### config.mk
export PLATFORM = sky130hd
export DESIGN_NAME = ex_muldiv_sequencer
export DESIGN_NICKNAME = d
export VERILOG_FILES = /design/src/rtl/ex_pkg.sv /design/src/rtl/muldiv_datapath.sv /design/src/rtl/ex_muldiv_sequencer.sv
export SDC_FILE = /design/constraint.sdc
export NUM_CORES = 1
export LEC_CHECK = 0
export ABC_AREA = 1
export CORE_ASPECT_RATIO = 1.2
export CORE_MARGIN = 1
export CORE_UTILIZATION = 40
export DETAILED_ROUTE_END_ITERATION = 16
export PLACE_DENSITY_LB_ADDON = 0.2
export SLEW_MARGIN = 20
export SYNTH_ARGS = -nofsm -noshare
export SYNTH_HDL_FRONTEND = slang
export SYNTH_HIERARCHICAL = 1
export SYNTH_SLANG_ARGS = --single-unit
export TNS_END_PERCENT = 30
### constraint.sdc
create_clock -name clock -period 4.2 [get_ports clock]
set_input_delay 0.84 -clock clock [delete_from_list [all_inputs] [get_ports clock]]
set_output_delay 0.84 -clock clock [all_outputs]
set_load 0.02 [all_outputs]
### src/rtl/ex_pkg.sv
// Shared definitions for the EX-stage multiply/divide sequencer:
// operation encodings, FSM state enumeration and the decided
// divide-by-zero quotient pattern.
package ex_pkg;

    localparam logic [1:0] OP_MULT  = 2'b00;
    localparam logic [1:0] OP_MULTU = 2'b01;
    localparam logic [1:0] OP_DIV   = 2'b10;
    localparam logic [1:0] OP_DIVU  = 2'b11;

    // Wide enough for any supported WIDTH; users take the low WIDTH bits.
    localparam int                 MAX_W   = 64;
    localparam logic [MAX_W-1:0]   DIV0_LO = '1;

    typedef enum logic [2:0] {
        ST_IDLE,
        ST_PREP,
        ST_ITER,
        ST_FIX,
        ST_DONE
    } state_t;

    // Bit 1 of the opcode selects divide, bit 0 selects unsigned.
    function automatic logic op_is_div(input logic [1:0] op);
        return op[1];
    endfunction

    function automatic logic op_is_signed(input logic [1:0] op);
        return ~op[0];
    endfunction

endpackage

### src/rtl/muldiv_datapath.sv
// Datapath of the multiply/divide unit: operand latches, the 2*WIDTH
// accumulator (product or remainder:quotient), one shared WIDTH+1 bit
// adder/subtractor, sign fix-up negation and the HI/LO result registers.
module muldiv_datapath
    import ex_pkg::*;
#(
    parameter int WIDTH = 32
) (
    input  logic             clock,
    input  logic             reset,
    input  logic             load,
    input  logic             prep,
    input  logic             iter,
    input  logic             fix,
    input  logic [1:0]       op,
    input  logic [WIDTH-1:0] data_a,
    input  logic [WIDTH-1:0] data_b,
    output logic             div0,
    output logic [WIDTH-1:0] hi,
    output logic [WIDTH-1:0] lo,
    output logic             div_by_zero
);

    logic [1:0]         op_r;
    logic [WIDTH-1:0]   a_r;
    logic [WIDTH-1:0]   b_r;
    logic [WIDTH-1:0]   opnd;
    logic [2*WIDTH-1:0] acc;
    logic               neg_q;
    logic               neg_r;

    logic               is_div;
    logic               sgn;
    logic [WIDTH-1:0]   abs_a;
    logic [WIDTH-1:0]   abs_b;
    logic [WIDTH:0]     add_x;
    logic [WIDTH:0]     add_y;
    logic [WIDTH:0]     sum;
    logic [2*WIDTH-1:0] acc_neg;
    logic [WIDTH-1:0]   quo_neg;
    logic [WIDTH-1:0]   rem_neg;

    assign is_div = op_is_div(op_r);
    assign sgn    = op_is_signed(op_r);
    assign div0   = is_div && (b_r == '0);

    // Magnitudes for signed operations; unsigned operands pass unchanged.
    always_comb begin
        abs_a = (sgn && a_r[WIDTH-1]) ? -a_r : a_r;
        abs_b = (sgn && b_r[WIDTH-1]) ? -b_r : b_r;
    end

    // Shared adder: multiply adds the multiplicand to the upper half,
    // divide subtracts the divisor from the left-shifted remainder.
    always_comb begin
        add_x = is_div ? acc[2*WIDTH-1:WIDTH-1] : {1'b0, acc[2*WIDTH-1:WIDTH]};
        add_y = is_div ? ~{1'b0, opnd} : {1'b0, opnd};
        sum   = add_x + add_y + {{WIDTH{1'b0}}, is_div};
    end

    // Two's complement forms used by the sign fix-up step.
    always_comb begin
        acc_neg = -acc;
        quo_neg = -acc[WIDTH-1:0];
        rem_neg = -acc[2*WIDTH-1:WIDTH];
    end

    // Operand latching, iteration steps and HI/LO result writes.
    always_ff @(posedge clock or negedge reset) begin
        if (!reset) begin
            op_r        <= '0;
            a_r         <= '0;
            b_r         <= '0;
            opnd        <= '0;
            acc         <= '0;
            neg_q       <= 1'b0;
            neg_r       <= 1'b0;
            hi          <= '0;
            lo          <= '0;
            div_by_zero <= 1'b0;
        end else if (load) begin
            op_r        <= op;
            a_r         <= data_a;
            b_r         <= data_b;
            div_by_zero <= 1'b0;
        end else if (prep) begin
            if (div0) begin
                div_by_zero <= 1'b1;
                hi          <= a_r;
                lo          <= DIV0_LO[WIDTH-1:0];
            end else begin
                neg_q <= sgn & (a_r[WIDTH-1] ^ b_r[WIDTH-1]);
                neg_r <= sgn & a_r[WIDTH-1];
                if (is_div) begin
                    opnd <= abs_b;
                    acc  <= {{WIDTH{1'b0}}, abs_a};
                end else begin
                    opnd <= abs_a;
                    acc  <= {{WIDTH{1'b0}}, abs_b};
                end
            end
        end else if (iter) begin
            if (is_div) begin
                if (!sum[WIDTH]) begin
                    acc <= {sum[WIDTH-1:0], acc[WIDTH-2:0], 1'b1};
                end else begin
                    acc <= {acc[2*WIDTH-2:0], 1'b0};
                end
            end else begin
                if (acc[0]) begin
                    acc <= {sum, acc[WIDTH-1:1]};
                end else begin
                    acc <= {1'b0, acc[2*WIDTH-1:1]};
                end
            end
        end else if (fix) begin
            if (is_div) begin
                lo <= neg_q ? quo_neg : acc[WIDTH-1:0];
                hi <= neg_r ? rem_neg : acc[2*WIDTH-1:WIDTH];
            end else begin
                lo <= neg_q ? acc_neg[WIDTH-1:0] : acc[WIDTH-1:0];
                hi <= neg_q ? acc_neg[2*WIDTH-1:WIDTH] : acc[2*WIDTH-1:WIDTH];
            end
        end
    end

endmodule

### src/rtl/ex_muldiv_sequencer.sv
// EX-stage multi-cycle multiply/divide unit: controlling FSM and
// iteration counter, driving the datapath and the pipeline stall.
module ex_muldiv_sequencer
    import ex_pkg::*;
#(
    parameter int WIDTH = 32,
    parameter int CNT_W = 6
) (
    input  logic             clock,
    input  logic             reset,
    input  logic             start,
    input  logic [1:0]       op,
    input  logic [WIDTH-1:0] data_a,
    input  logic [WIDTH-1:0] data_b,
    input  logic             flush,
    output logic             busy,
    output logic             stall,
    output logic             done,
    output logic [WIDTH-1:0] hi,
    output logic [WIDTH-1:0] lo,
    output logic             div_by_zero
);

    state_t             state;
    state_t             state_n;
    logic [CNT_W-1:0]   cnt;
    logic [CNT_W-1:0]   cnt_n;
    logic               load;
    logic               prep;
    logic               iter;
    logic               fix;
    logic               div0;

    // State and iteration counter registers.
    always_ff @(posedge clock or negedge reset) begin
        if (!reset) begin
            state <= ST_IDLE;
            cnt   <= '0;
        end else begin
            state <= state_n;
            cnt   <= cnt_n;
        end
    end

    // Next-state and datapath strobes; flush squashes any in-flight work
    // before DONE, and a start that arrives with flush is not accepted.
    always_comb begin
        state_n = state;
        cnt_n   = cnt;
        load    = 1'b0;
        prep    = 1'b0;
        iter    = 1'b0;
        fix     = 1'b0;
        case (state)
            ST_IDLE: begin
                if (start && !flush) begin
                    load    = 1'b1;
                    state_n = ST_PREP;
                end
            end
            ST_PREP: begin
                if (flush) begin
                    state_n = ST_IDLE;
                end else begin
                    prep = 1'b1;
                    if (div0) begin
                        state_n = ST_DONE;
                    end else begin
                        cnt_n   = '0;
                        state_n = ST_ITER;
                    end
                end
            end
            ST_ITER: begin
                if (flush) begin
                    state_n = ST_IDLE;
                end else begin
                    iter = 1'b1;
                    if (cnt == CNT_W'(WIDTH - 1)) begin
                        state_n = ST_FIX;
                    end else begin
                        cnt_n = cnt + CNT_W'(1);
                    end
                end
            end
            ST_FIX: begin
                if (flush) begin
                    state_n = ST_IDLE;
                end else begin
                    fix     = 1'b1;
                    state_n = ST_DONE;
                end
            end
            ST_DONE: begin
                state_n = ST_IDLE;
            end
            default: begin
                state_n = ST_IDLE;
            end
        endcase
    end

    assign busy  = (state != ST_IDLE);
    assign done  = (state == ST_DONE);
    assign stall = (start && state == ST_IDLE) || (state != ST_IDLE && state != ST_DONE);

    muldiv_datapath #(
        .WIDTH (WIDTH)
    ) u_datapath (
        .clock       (clock),
        .reset       (reset),
        .load        (load),
        .prep        (prep),
        .iter        (iter),
        .fix         (fix),
        .op          (op),
        .data_a      (data_a),
        .data_b      (data_b),
        .div0        (div0),
        .hi          (hi),
        .lo          (lo),
        .div_by_zero (div_by_zero)
    );

endmodule

==> flow_summary.json <==
{
  "netlist_top_cells_count": "nand2_1, nor2_1, inv_1, nand3_1, dfrtp_1",
  "clock-root-buffer": "clkbuf_16",
  "ant_nets": 0,
  "synth.area.top_cells": "dfrtp_1, nand2_1, nand3_1",
  "tns_ns": 0,
  "synth_area_per_cell_um2": 6.27,
  "drt-pass1-iter-count": 8,
  "synth-main-ff-cell": "dfrtp_1",
  "synth.distinct_cells": 52,
  "worstSetupPathType": "reg2reg",
  "drv_cap": 0,
  "num_vias": 21249,
  "wl_met3_um": 5970,
  "wl_um": 85500,
  "route.top_layer_used": "met4",
  "dpl.hpwl_um": 68100,
  "ctsResizeCount": 0,
  "cts_tree": "yes",
  "yosysTopAreaCell": "dfrtp_1",
  "fin_nets": 3252,
  "drc_errors": 0,
  "synth_warnings": 6,
  "synth_top_cell_area_share": 0.309,
  "skew_ns": 0.0211,
  "die_w_um": 202,
  "clk_path_buf_depth": 3,
  "finalCriticalPeriod_ns": 3.61,
  "cts_buffers": 29,
  "fmax_ghz": 0.277,
  "path_clk_slew_ns": 0.07,
  "drive_above_1_share": 0.0556,
  "slew_violations": 0,
  "clk_latency_ns": 0.60,
  "dp.cells": 3737,
  "io_pins": 138,
  "cp_data_required_time_ns": 4.72,
  "hold_buffers": 0,
  "numPortBuffers": 137,
  "r2r_setup_slack_ns": 0.59,
  "reg2reg_from": "u_datapath/op_r[1]",
  "worst_pin_slew_ns": 0.863,
  "grt_pass1_vias": 20061,
  "num-fill-cells": 5095,
  "final_core_util": 0.470,
  "cp.arrival_ns": 4.14,
  "whs_ns": 0.260,
  "grt_max_degree": 88,
  "end_kind": "flop",
  "initial_utilization": 0.407,
  "syn_inst": 3068,
  "r2r_cells": 17,
  "yosysMostFrequentCell": "nand2_1",
  "async_flop_share": 1.00,
  "hold_violations": 0,
  "area_growth_pct": 15.4,
  "fp.coreArea_um2": 47200,
  "setup_viol": 0,
  "synth_area_um2": 19200,
  "outcome": "finished clean",
  "instances_no_fill": 3789,
  "post_cts_buffers": 0,
  "synth_edf_count": 0,
  "viasPerCell": 5.61,
  "hold_path_class": "in2async",
  "wl_met2_um": 40300,
  "ys_ff_latch": 238,
  "h-tree-depth": 1,
  "final.period_utilization": 0.860,
  "antenna_found_initial": 0,
  "timing.rr.end": "u_datapath/acc[49]",
  "max_slew_margin": 0.419,
  "drt-wirelength-per-cell_um": 22.6,
  "seq_area_frac_synth": 0.309,
  "path_max_fanout": 43,
  "die_h_um": 242,
  "fp-row-count": 87,
  "gr-total-overflow": 0,
  "antenna_cells": 0,
  "grt_usage": 0.342,
  "wl_met1_um": 34300,
  "cts_sinks": 238,
  "grt_pass1_wl_um": 126000,
  "grt_setup_unrepaired": "false",
  "gp_congestion": 0.956,
  "drtIter0Drc": 2115,
  "start_kind": "flop",
  "synth_nets": 3175,
  "dieArea_um2": 49000
}
-- metal layers --
layer  GRT usage  up-vias
met5           0        -
met4       0.179        0
met3      0.0328      195
met2       0.567      971
met1       0.439    10005
li1            -    10078
-- worst max-delay path by stage --
stage	from	endpoint	slack, ns	depth (start not counted)
after floorplan	u_datapath/op_r[1]	u_datapath/acc[62]	1.16	21
after global placement	u_datapath/op_r[1]	u_datapath/acc[47]	0.75	17
after CTS	u_datapath/op_r[1]	u_datapath/acc[49]	0.69	17
after detailed placement	flush	u_datapath/hi[1]	0.64	8
final	u_datapath/op_r[1]	u_datapath/acc[49]	0.59	17
after global routing	u_datapath/op_r[1]	u_datapath/acc[52]	0.35	17
-- critical path, cell delays in order, from the launching register on --
cell and delay (ns):
dfrtp_4 0.66, buf_12 0.26, o21ai_0 0.64, ha_1 0.41, nand2_1 0.13, inv_1 0.05
nand2_1 0.06, nand2_1 0.07, nand2_1 0.07, nand2_1 0.08, a21oi_4 0.19, nand3_1 0.15
nand2_4 0.21, buf_12 0.23, nand3_1 0.09, o211ai_1 0.09, nand2_1 0.07, nand2_1 0.06
-- cells in the final DEF, fill, tap and decap left out, drive strengths merged, types with 4 or more instances in the layout --
cell           instances
clkdlybuf4s50        136
ha                    36
o22ai                 15
nor3                  33
inv                  298
nand2               1006
o21a                   5
nor2                 330
buf                   55
nand4                 29
clkinv                10
nand3                268
xor2                 112
a31oi                 18
o211ai                46
a21oi                186
a211oi                15
clkbuf                41
dfrtp                238
o21ai                242
nor4                   4
or2                   12
nand3b                 8
-- state kept, by name, summed over array words and instances (netlist names) --
register	count
u_datapath/acc	64
u_datapath/a_r	32
u_datapath/b_r	32
u_datapath/hi	32
u_datapath/lo	32
u_datapath/opnd	32
cnt	6
state	3
u_datapath/op_r	2
u_datapath/div_by_zero	1
u_datapath/neg_q	1
u_datapath/neg_r	1
-- kinds of logic after synthesis --
family,after synthesis,share of synthesized area
flip-flops,238,0.309
buffers and inverters,445,0.0921
AND/OR/NAND/NOR,1693,0.368
XOR/XNOR,113,0.0514
AO/OA/AOI/OAI,542,0.155
adder cells (fa/ha/maj),37,0.0244
-- final cells by class --
cell class,instances,area (µm²),share of cell area
Clock buffer,41,831,0.0374
Tap cell,623,779,0.0351
Inverter,300,1130,0.0509
Sequential cell,238,5960,0.268
Timing Repair Buffer,191,1830,0.0824
Multi-Input combinational cell,2385,11500,0.519
Clock inverter,11,153,0.00687
-- stage by stage --
stage / setup WS (ns) / instance area [µm²]
final: 0.586 / 22200
after detailed placement: 0.635 / 21200
after floorplan: 1.16 / 19200
after global placement: 0.746 / 21200
after CTS: 0.688 / 22200
after global routing: 0.348 / 22200
Power is left out: the tool's default activity adds up to more than one toggle a clock period on the data nets, which glitch-free logic cannot reach.
